<file path="src/rtl/alu_pkg.sv">
// Shared widths, skid-buffer state encoding and the per-beat flag bundle
// for the shift result stage.
package alu_pkg;
    localparam int DATA_W  = 8;
    localparam int SHIFT_W = 4;

    typedef enum logic [1:0] {
        EMPTY = 2'd0,
        ONE   = 2'd1,
        FULL  = 2'd2
    } skid_state_t;

    typedef struct packed {
        logic zero;
        logic neg;
        logic lost;
    } flags_t;
endpackage

</file>
<file path="src/rtl/shift_lost_detect.sv">
// Reports whether a left shift of a by shift pushes any 1-bit out of the word.
module shift_lost_detect
    import alu_pkg::*;
(
    input  logic [DATA_W-1:0]  a,
    input  logic [SHIFT_W-1:0] shift,
    output logic               lost
);
    always_comb begin
        lost = 1'b0;
        if (shift == '0)
            lost = 1'b0;
        else if (shift >= SHIFT_W'(DATA_W))
            lost = |a;
        else
            // Bits that fall off the top are the top 'shift' bits of a.
            lost = |(a >> (SHIFT_W'(DATA_W) - shift));
    end
endmodule

</file>
<file path="src/rtl/alu_shift_result_stage.sv">
// Registers the shifter result and its flags behind a 2-entry skid buffer.
// Define ALU_SHIFT_LOST_FLAG_EN to enable the shifted-out-ones flag.
module alu_shift_result_stage
    import alu_pkg::*;
(
    input  logic               clk,
    input  logic               rst_n,
    input  logic               in_valid,
    output logic               in_ready,
    input  logic [DATA_W-1:0]  a,
    input  logic [SHIFT_W-1:0] shift,
    input  logic [DATA_W-1:0]  asl,
    output logic               out_valid,
    input  logic               out_ready,
    output logic [DATA_W-1:0]  result,
    output logic               flag_zero,
    output logic               flag_neg,
    output logic               flag_lost,
    output logic [15:0]        xfer_count
);
    skid_state_t       state, state_next;
    logic [DATA_W-1:0] out_data, skid_data;
    flags_t            out_flags, skid_flags, in_flags;
    logic              accept, emit;
    logic              load_out_in, load_out_skid, load_skid;

    assign in_flags.zero = (asl == '0);
    assign in_flags.neg  = asl[DATA_W-1];

`ifdef ALU_SHIFT_LOST_FLAG_EN
    shift_lost_detect u_lost (
        .a     (a),
        .shift (shift),
        .lost  (in_flags.lost)
    );
`else
    // Lost bit tied low, so its stored copy is a constant and folds away.
    assign in_flags.lost = 1'b0;
    logic unused_operands;
    assign unused_operands = ^{a, shift};
`endif

    assign accept    = in_valid && in_ready;
    assign out_valid = (state != EMPTY);
    assign emit      = out_valid && out_ready;

    always_comb begin
        state_next    = state;
        load_out_in   = 1'b0;
        load_out_skid = 1'b0;
        load_skid     = 1'b0;
        case (state)
            EMPTY: begin
                if (accept) begin
                    state_next  = ONE;
                    load_out_in = 1'b1;
                end
            end
            ONE: begin
                case ({accept, emit})
                    2'b10: begin
                        state_next = FULL;
                        load_skid  = 1'b1;
                    end
                    2'b01:   state_next  = EMPTY;
                    2'b11:   load_out_in = 1'b1;
                    default: state_next  = ONE;
                endcase
            end
            FULL: begin
                if (emit) begin
                    state_next    = ONE;
                    load_out_skid = 1'b1;
                end
            end
            default: state_next = EMPTY;
        endcase
    end

    always_ff @(posedge clk or negedge rst_n) begin
        if (!rst_n) begin
            state      <= EMPTY;
            in_ready   <= 1'b0;
            out_data   <= '0;
            out_flags  <= '0;
            skid_data  <= '0;
            skid_flags <= '0;
            xfer_count <= '0;
        end else begin
            state    <= state_next;
            // Registered so out_ready never reaches in_ready combinationally.
            in_ready <= (state_next != FULL);
            if (load_out_in) begin
                out_data  <= asl;
                out_flags <= in_flags;
            end else if (load_out_skid) begin
                out_data  <= skid_data;
                out_flags <= skid_flags;
            end
            if (load_skid) begin
                skid_data  <= asl;
                skid_flags <= in_flags;
            end
            if (emit)
                xfer_count <= xfer_count + 16'd1;
        end
    end

    assign result    = out_data;
    assign flag_zero = out_flags.zero;
    assign flag_neg  = out_flags.neg;
    assign flag_lost = out_flags.lost;
endmodule

</file>
<file path="config.mk">
export PLATFORM = sky130hd
export DESIGN_NAME = alu_shift_result_stage
export DESIGN_NICKNAME = d
export VERILOG_FILES = /design/src/rtl/alu_pkg.sv /design/src/rtl/shift_lost_detect.sv /design/src/rtl/alu_shift_result_stage.sv
export SDC_FILE = /design/constraint.sdc
export NUM_CORES = 1
export LEC_CHECK = 0
export BUFFER_PORTS_ARGS = -buffer_cell sky130_fd_sc_hd__buf_2
export CAP_MARGIN = 20
export CORE_UTILIZATION = 35
export CTS_CLUSTER_DIAMETER = 120
export DETAILED_ROUTE_END_ITERATION = 6
export PLACE_DENSITY = 0.67
export SLEW_MARGIN = 25
export SYNTH_ARGS = -nofsm -noshare
export SYNTH_HDL_FRONTEND = slang
export SYNTH_HIERARCHICAL = 1
export SYNTH_SLANG_ARGS = --single-unit
</file>
<file path="constraint.sdc">
create_clock -name clk -period 1.33 [get_ports clk]
set_clock_uncertainty 0.1 [all_clocks]
set_input_delay 0.0665 -clock clk [delete_from_list [all_inputs] [get_ports clk]]
set_output_delay 0.0665 -clock clk [all_outputs]
set_load 0.05 [all_outputs]
</file>
# Yosys cells after proc, flatten, opt, wreduce, memory -nomap -nowiden
# Index checks and enable logic that the tools add are counted.
# totals
ff_bits,40
input_bits,24
out_inout_bits,29
wordCells,38
# op_classes
add_sub_neg,1
eq_ne,6
n_mux,15
reduce_logical,6
# op_table
operator,n
$add 16x1->16 const B,1
$mux 8,2
$pmux 2 s3,2
$logic_not 8->1,1
$eq 2x2->1 const B,3
$mux 1,6
$mux 3,2
$eq 2x1->1 const B,2
$mux 2,2
$reduce_bool 2->1,2
$logic_and 1x1->1,2
$logic_not 2->1,1
$ne 2x2->1 const B,1
$pmux 1 s2,1

# Depth between registers and ports, before layout
# Gate-level depths: netlist of the first run.
# logic_depth
depth_word,6
depth_mapped,5

# Worst setup path before layout of the first run
# OpenSTA, ideal clock, no wires.
# synth_timing
path_kind,reg-to-reg
start,register in_ready
end,register skid_data[1]
setup_ns,0.125
arrival_ns,1.634
setup_slack_ns,-0.529
stages_incl_launch_ff,5
synth_period_minus_slack_ns,1.859
cell_sequence,dfrtp_1 > nand2_1 > or3_1 > buf_6 > mux2_2
# synth_via
elab_chain_len,4
# synth_rtl
item,line,rtl
start: declaration,alu_shift_result_stage.sv:9,"output logic in_ready,"
start signal: assignment,alu_shift_result_stage.sv:92,in_ready <= (state_next != FULL);
$logic_and 1x1->1,alu_shift_result_stage.sv:43,assign accept = in_valid && in_ready;
$eq 2x2->1,alu_shift_result_stage.sv:60,"case ({accept, emit})"
$mux 1,alu_shift_result_stage.sv:60,
$mux 1,alu_shift_result_stage.sv:52,case (state)
end signal: assignment,alu_shift_result_stage.sv:101,skid_data <= asl;
end: declaration,alu_shift_result_stage.sv:22,"logic [DATA_W-1:0] out_data, skid_data;"
# Every way passes these cells.
# A chain may end at the register's enable or synchronous reset.

# Worst setup path after layout of the first run
# layout_timing
start,register state[1]
end,output out_valid
# layout_via
elab_chain_len,1
# layout_rtl
item,line,rtl
start: declaration,alu_shift_result_stage.sv:21,"skid_state_t state, state_next;"
start signal: assignment,alu_shift_result_stage.sv:90,state <= state_next;
$reduce_bool 2->1,alu_shift_result_stage.sv:44,assign out_valid = (state != EMPTY);
end: declaration,alu_shift_result_stage.sv:13,"output logic out_valid,"
# Every way passes these cells.

==> results.toml, run 1 <==
[setup_path]
endpoint_kind = "primary output"
worst_path_largest_cell_delay_ns = 0.48
worst-endpoint-arrival_ns = 1.31
critPathRequiredTime_ns = 1.16
timing.critical_path.fanout_max = 6
critPathKind = "reg2out"
path_cells = "buf_6 -> or2_4 -> buf_8"
worst_r2r_endpoint = "skid_data[3]"
reg2reg_setup_slack_ns = -0.13
cells_on_worst_reg2reg_path = 2
timing.critical_path.from_type = "register"
critical-path-slowest-cell = "dfrtp_2"
worst_r2r_startpoint = "state[1]"

[grt]
antenna_found_initial = 0
globalRouteTotalUtil = 0.167
gr-total-overflow = 0
grt_pass1_vias = 1404
grt_pass1_wl_mm = 6.31
grt_max_degree = 38

[logic_synthesis]
synth-xor-area-share = 0.0864
synth_adder_area_share = 0.00771
synthMuxAreaShare = 0.0625
syn-mean-instance-area_um2 = 12.9
main_combinational_cell_family_by_area_after_synthesis = "simple AND/OR/NAND/NOR gates"
synth-seq-area-share = 0.571
syn_inst = 126
netlist_area_um2 = 1620
post_synth_and_or_nand_nor_area_fraction = 0.139
synth-compound-area-share = 0.106
ys_seq_elements = 37
synth_cell_types = 30
ys.warnings.count = 6
syn_nets = 151

[sta]
grt_setup_unrepaired = "yes"
achievable-frequency_ghz = 0.678
smallest_setup_slack_after_layout_ns = -0.145
finalHoldWorstSlack_ns = 0.131
maxSlewViolCount = 0
fin_crit_sh = 1.11
fin_tns_setup_ns = -2.99
final-setup-viol-count = 31
period_minus_slack_ns = 1.48
final-hold-violation-count = 0

[cells_and_area]
design.final.nets = 239
drive_above_1_share = 0.623
most-common-layout-cells = "buf_2 (37), buf_4 (23), dfrtp_1 (22)"
design_area_um2 = 2610
area_growth_pct = 61.1
n_antenna_cell = 0
mostFrequentLayoutCell = "buf_2"

[pwr]
p_leak_uw = 0.00126
vdd_drop_max_mv = 1.67
p_per_area_nw_per_um2 = 2200

[min_path]
min_path_cells = 4
hold_path_startpoint = "out_ready"
hold_path.class = "in2reg"
hold_path_end = "state[0]"

[clock_tree]
cts_tree = "yes"
number_of_buffers_created_by_cts = 5
cts.sink_count = 37
clk_pin_slew_ns = 0.07
cts_max_path_buffers = 2
cts_max_level = 2
clock_insertion_delay_worst_skew_ns = 0.30
clock_tree.root_cell = "clkbuf_8"

[placed_design]
dp.final_hpwl_mm = 2.59
gp_congestion = 0.809
placed_cell_area_um2 = 2220
worst_setup_timing_slack_at_the_placement_stage_ns = -0.159
buffer_ports.inserted = 39

[die]
dieHeight_um = 70.1
floorplan.io_pins = 53
rows = 24
floorplan.core_area_um2 = 4410
die_x_um = 70.1
initial_core_util = 0.368
die-area_um2 = 4910

[route]
detailedRoute.firstIterationViolations = 31
drt_pass1_iterations = 4
drc = 0
wl_per_cell_um = 14.1
viasPerCell = 4.91
drt_wl_total_mm = 3.77
drtAntennaViolNets = 0
dr_total_vias = 1312

[outcome]
status = "finished with violations"
violations = "setup timing"

[flow_run]
cap_violations = 0
[cell type report]
class | instances | area [µm²]
fillers | 354 | 1800
multi-input cells | 83 | 843
clock buffers | 5 | 68.8
well taps | 52 | 65.1
flip-flops and latches | 37 | 945
clock inverters | 3 | 46.3
repair buffers | 83 | 631
inverters | 4 | 15.0
[how the worst max path moves through the flow]
stage	from	endpoint	slack, ns	cells after the start
CTS	state[1]	out_valid	-0.16	3
global placement	state[0]	flag_zero	-0.12	4
finish	state[1]	out_valid	-0.15	3
detailed placement	state[1]	skid_data[3]	-0.16	2
floorplan	in_ready	flag_zero	-0.25	4
global route	state[0]	flag_zero	-0.19	4
[per-layer routing]
metal / wire length (µm) / track usage / part of all wire / up-vias
met2: 1990 / 0.300 / 0.53 / 39
met3: 169 / 0.0491 / 0.045 / 6
li1: - / - / - / 625
met5: 0 / 0 / 0 / -
met4: 45 / 0.0533 / 0.012 / 0
met1: 1560 / 0.188 / 0.41 / 642
[flip-flops by register name, indices dropped and copies added, names as in the netlist]
name and count:
skid_data 8, xfer_count 16, result 8, flag_zero 1, skid_flags 1, in_ready 1
state 2
[cell usage after synthesis]
master	instances	area, µm²
buf_4	2	15.0
nand2b_4	1	13.8
o21ai_1	1	5.00
o21ai_0	1	5.00
nor2_4	2	22.5
xnor2_1	12	105
nor2_1	3	11.3
mux2_2	9	101
or3_1	1	6.26
conb_1	1	3.75
nor4_1	3	18.8
ha_1	1	12.5
and3_1	4	25.0
o21a_1	1	7.51
nor4b_1	1	8.76
inv_1	4	15.0
xor2_1	4	35.0
a21o_1	8	60.1
dfrtp_1	37	926
nand2b_1	1	6.26
nor4_4	1	21.3
nand2_1	3	11.3
buf_6	1	11.3
o2111ai_1	1	8.76
o22ai_1	1	6.26
nand3_1	11	55.1
a221o_1	1	10.0
or2_2	1	6.26
nor3b_4	1	18.8
a22o_1	8	70.1
[power breakdown]
part	switching, µW	internal (µW)	total [µW]
clock	429	561	991
sequential	303	1520	1830
combinational	1680	1250	2930
[what timing repair did]
action                                  in CTS  in global routing
hold buffers                                 9                  0
gates cloned                                 1                  0
setup buffers                                5                  1
pin swaps                                   10                  7
resized for setup                           17                 12
endpoints found under the setup margin      35                 37
hold endpoints to repair                    50                  0
[metrics by stage]
| step | total power (µW) | std cells | utilization |
|---|---|---|---|
| 4_1_cts | 5670 | 266 | 0.577 |
| 3_3_place_gp | 4260 | 243 | 0.503 |
| 6_report | 5750 | 267 | 0.592 |
| 2_1_floorplan | 3570 | 126 | - |
| 5_1_grt | 6050 | 267 | 0.592 |
| 3_5_place_dp | 4350 | 243 | 0.503 |
[cell families (layout without fill, tap and decap cells)]
kind of cell	count (synthesis)	in the layout
flops	37	37
simple gates	33	34
compound gates	22	22
xor+xnor	16	16
mux	9	9
buf+inv	7	95
fa+ha+maj	1	1
other cells	1	1
[worst max-delay path: cells and delay by family, from the launching register on]
kind,cells,cell delay (ns)
buffers and inverters,2,0.30
and+or+nand+nor,1,0.24
DFF,1,0.48
Note: power is estimated with default switching activity, not from simulation.
==> inputs of run 2 (changes only) <==
Settings changed: PLACE_DENSITY 0.67 to default.
==> run 2 against run 1 <==
Effect of this change: the flow still finishes with violations (setup timing); first-iteration DRC count down 42%; sequential share of layout area up 0.85 points; sequential power about the same; wire length up 1.8%; design area down 2.3%; global-route usage up 0.43 points; worst setup slack better by 0.0055 ns; power down 5.7%; fmax up 0.37%; non-clock buffer count down 1; register-to-register slack about the same.
==> results.toml, run 2 (synthesized netlist as in run 1, its figures left out) <==
[outcome]
status = "finished with violations"
violations = "setup timing"

[placed_design]
buffer_ports.inserted = 39
dp.final_hpwl_mm = 2.81
placed_instances = 244
gp_congestion = 0.730
worst_setup_timing_slack_at_the_placement_stage_ns = -0.191

[setup_path]
crit_path_end = "out_valid"
cells_on_worst_reg2reg_path = 4
timing.critical_path.from_type = "register"
endpoint_kind = "primary output"
worstSetupPathDepth = 3
path_cells = "buf_6 -> or2_4 -> buf_8"
worst_r2r_startpoint = "state[0]"
critPathRequiredTime_ns = 1.16
worstPathBufferInverterCount = 2
critPathKind = "reg2out"
worst_path_largest_cell_delay_ns = 0.48
critPathTopFamily = "flip-flops"
timing.critical_path.from = "state[1]"
reg2reg_setup_slack_ns = -0.13
critical-path-slowest-cell = "dfrtp_2"
worst_r2r_endpoint = "xfer_count[1]"
worst-endpoint-arrival_ns = 1.30
timing.critical_path.fanout_max = 7

[clock_tree]
cts_tree = "yes"
clk_pin_slew_ns = 0.07
clock_insertion_delay_worst_skew_ns = 0.29
clock_tree.root_cell = "clkbuf_8"
cts_max_path_buffers = 2
cts.sink_count = 37
cts_max_level = 2
number_of_buffers_created_by_cts = 5

[die]
floorplan.core_area_um2 = 4410
die_x_um = 70.1
rows = 24
floorplan.io_pins = 53
dieHeight_um = 70.1
die-area_um2 = 4910
initial_core_util = 0.368

[min_path]
hold_path.class = "in2reg"

[route]
wl_per_cell_um = 14.4
dr_total_vias = 1321
drtAntennaViolNets = 0
viasPerCell = 4.97
detailedRoute.firstIterationViolations = 18
drt_pass1_iterations = 4
drt_wl_total_mm = 3.83
drc = 0

[sta]
period_minus_slack_ns = 1.47
grt_setup_unrepaired = "yes"
achievable-frequency_ghz = 0.680
final-hold-violation-count = 0
maxSlewViolCount = 0
smallest_setup_slack_after_layout_ns = -0.140
finalHoldWorstSlack_ns = 0.120
final-setup-viol-count = 31
fin_crit_sh = 1.11

[cells_and_area]
layout.core_utilization = 0.579
area_growth_pct = 57.4
most-common-layout-cells = "buf_2 (38), buf_4 (26), dfrtp_1 (22)"
mostFrequentLayoutCell = "buf_2"
design.final.nets = 238
stdcell_count = 266
largest_reg_flops = 16
drive_above_1_share = 0.617
n_antenna_cell = 0
largest-register = "xfer_count"

[grt]
antenna_found_initial = 0
gr-total-overflow = 0
globalRouteTotalUtil = 0.171
grt_pass1_vias = 1419
grt_pass1_wl_mm = 6.46
grt_max_degree = 21

[pwr]
p_leak_uw = 0.00123
vdd_drop_max_mv = 1.63
p_per_area_nw_per_um2 = 2130

[flow_run]
cap_violations = 0
## run 2: worst register-to-register path, stage by stage, from the launching register on
cell	delay, ns
dfrtp_2	0.46
buf_6	0.14
o21ai_4	0.19
buf_6	0.16
mux2_4	0.30
## run 2: cell type report
type | count | area [µm²]
Fill cell | 373 | 1860
Tap cell | 52 | 65.1
Sequential cell | 37 | 945
Clock buffer | 8 | 90.1
Inverter | 4 | 15.0
Multi-Input combinational cell | 83 | 850
Timing Repair Buffer | 82 | 589
## run 2: what timing repair did
action / CTS / global route
hold buffers: 9 / 0
endpoints found under the setup margin: 34 / 33
cloned: 0 / 1
resized for setup: 16 / 9
buffers inserted: 2 / 2
pin swaps: 8 / 7
endpoints found under the hold margin: 47 / 0
## run 2: worst min path at each step
stage | cells after the start | from | slack (ns) | endpoint
5_1_grt | 3 | out_ready | 0.14 | in_ready
4_1_cts | 3 | out_ready | 0.12 | in_ready
3_3_place_gp | 1 | rst_n | -0.07 | result[2]
6_report | 3 | out_ready | 0.12 | in_ready
2_1_floorplan | 0 | rst_n | -0.33 | flag_zero
3_5_place_dp | 1 | rst_n | -0.05 | result[2]
## run 2: power breakdown
part	switching (µW)	leakage, µW	internal (µW)
Combinational	1640	0.000738	1130
Clock	384	0.0000455	423
Sequential	319	0.000445	1530
Total	2340	0.00123	3080
## run 2: stage by stage
stage	TNS (ns)	total power, µW	cell area, µm²
after floorplan	-5.03	3570	1760
after global placement	-2.58	4270	2230
after detailed placement	-4.18	4350	2230
after CTS	-2.76	5370	2490
after global routing	-4.39	5730	2550
final	-2.55	5430	2550
## run 2: metal layers
layer	vias to the layer above	share of wire	GRT usage
met5	-	0	0
met1	661	0.42	0.188
li1	621	-	-
met2	34	0.53	0.316
met3	5	0.038	0.0433
met4	0	0.015	0.0600
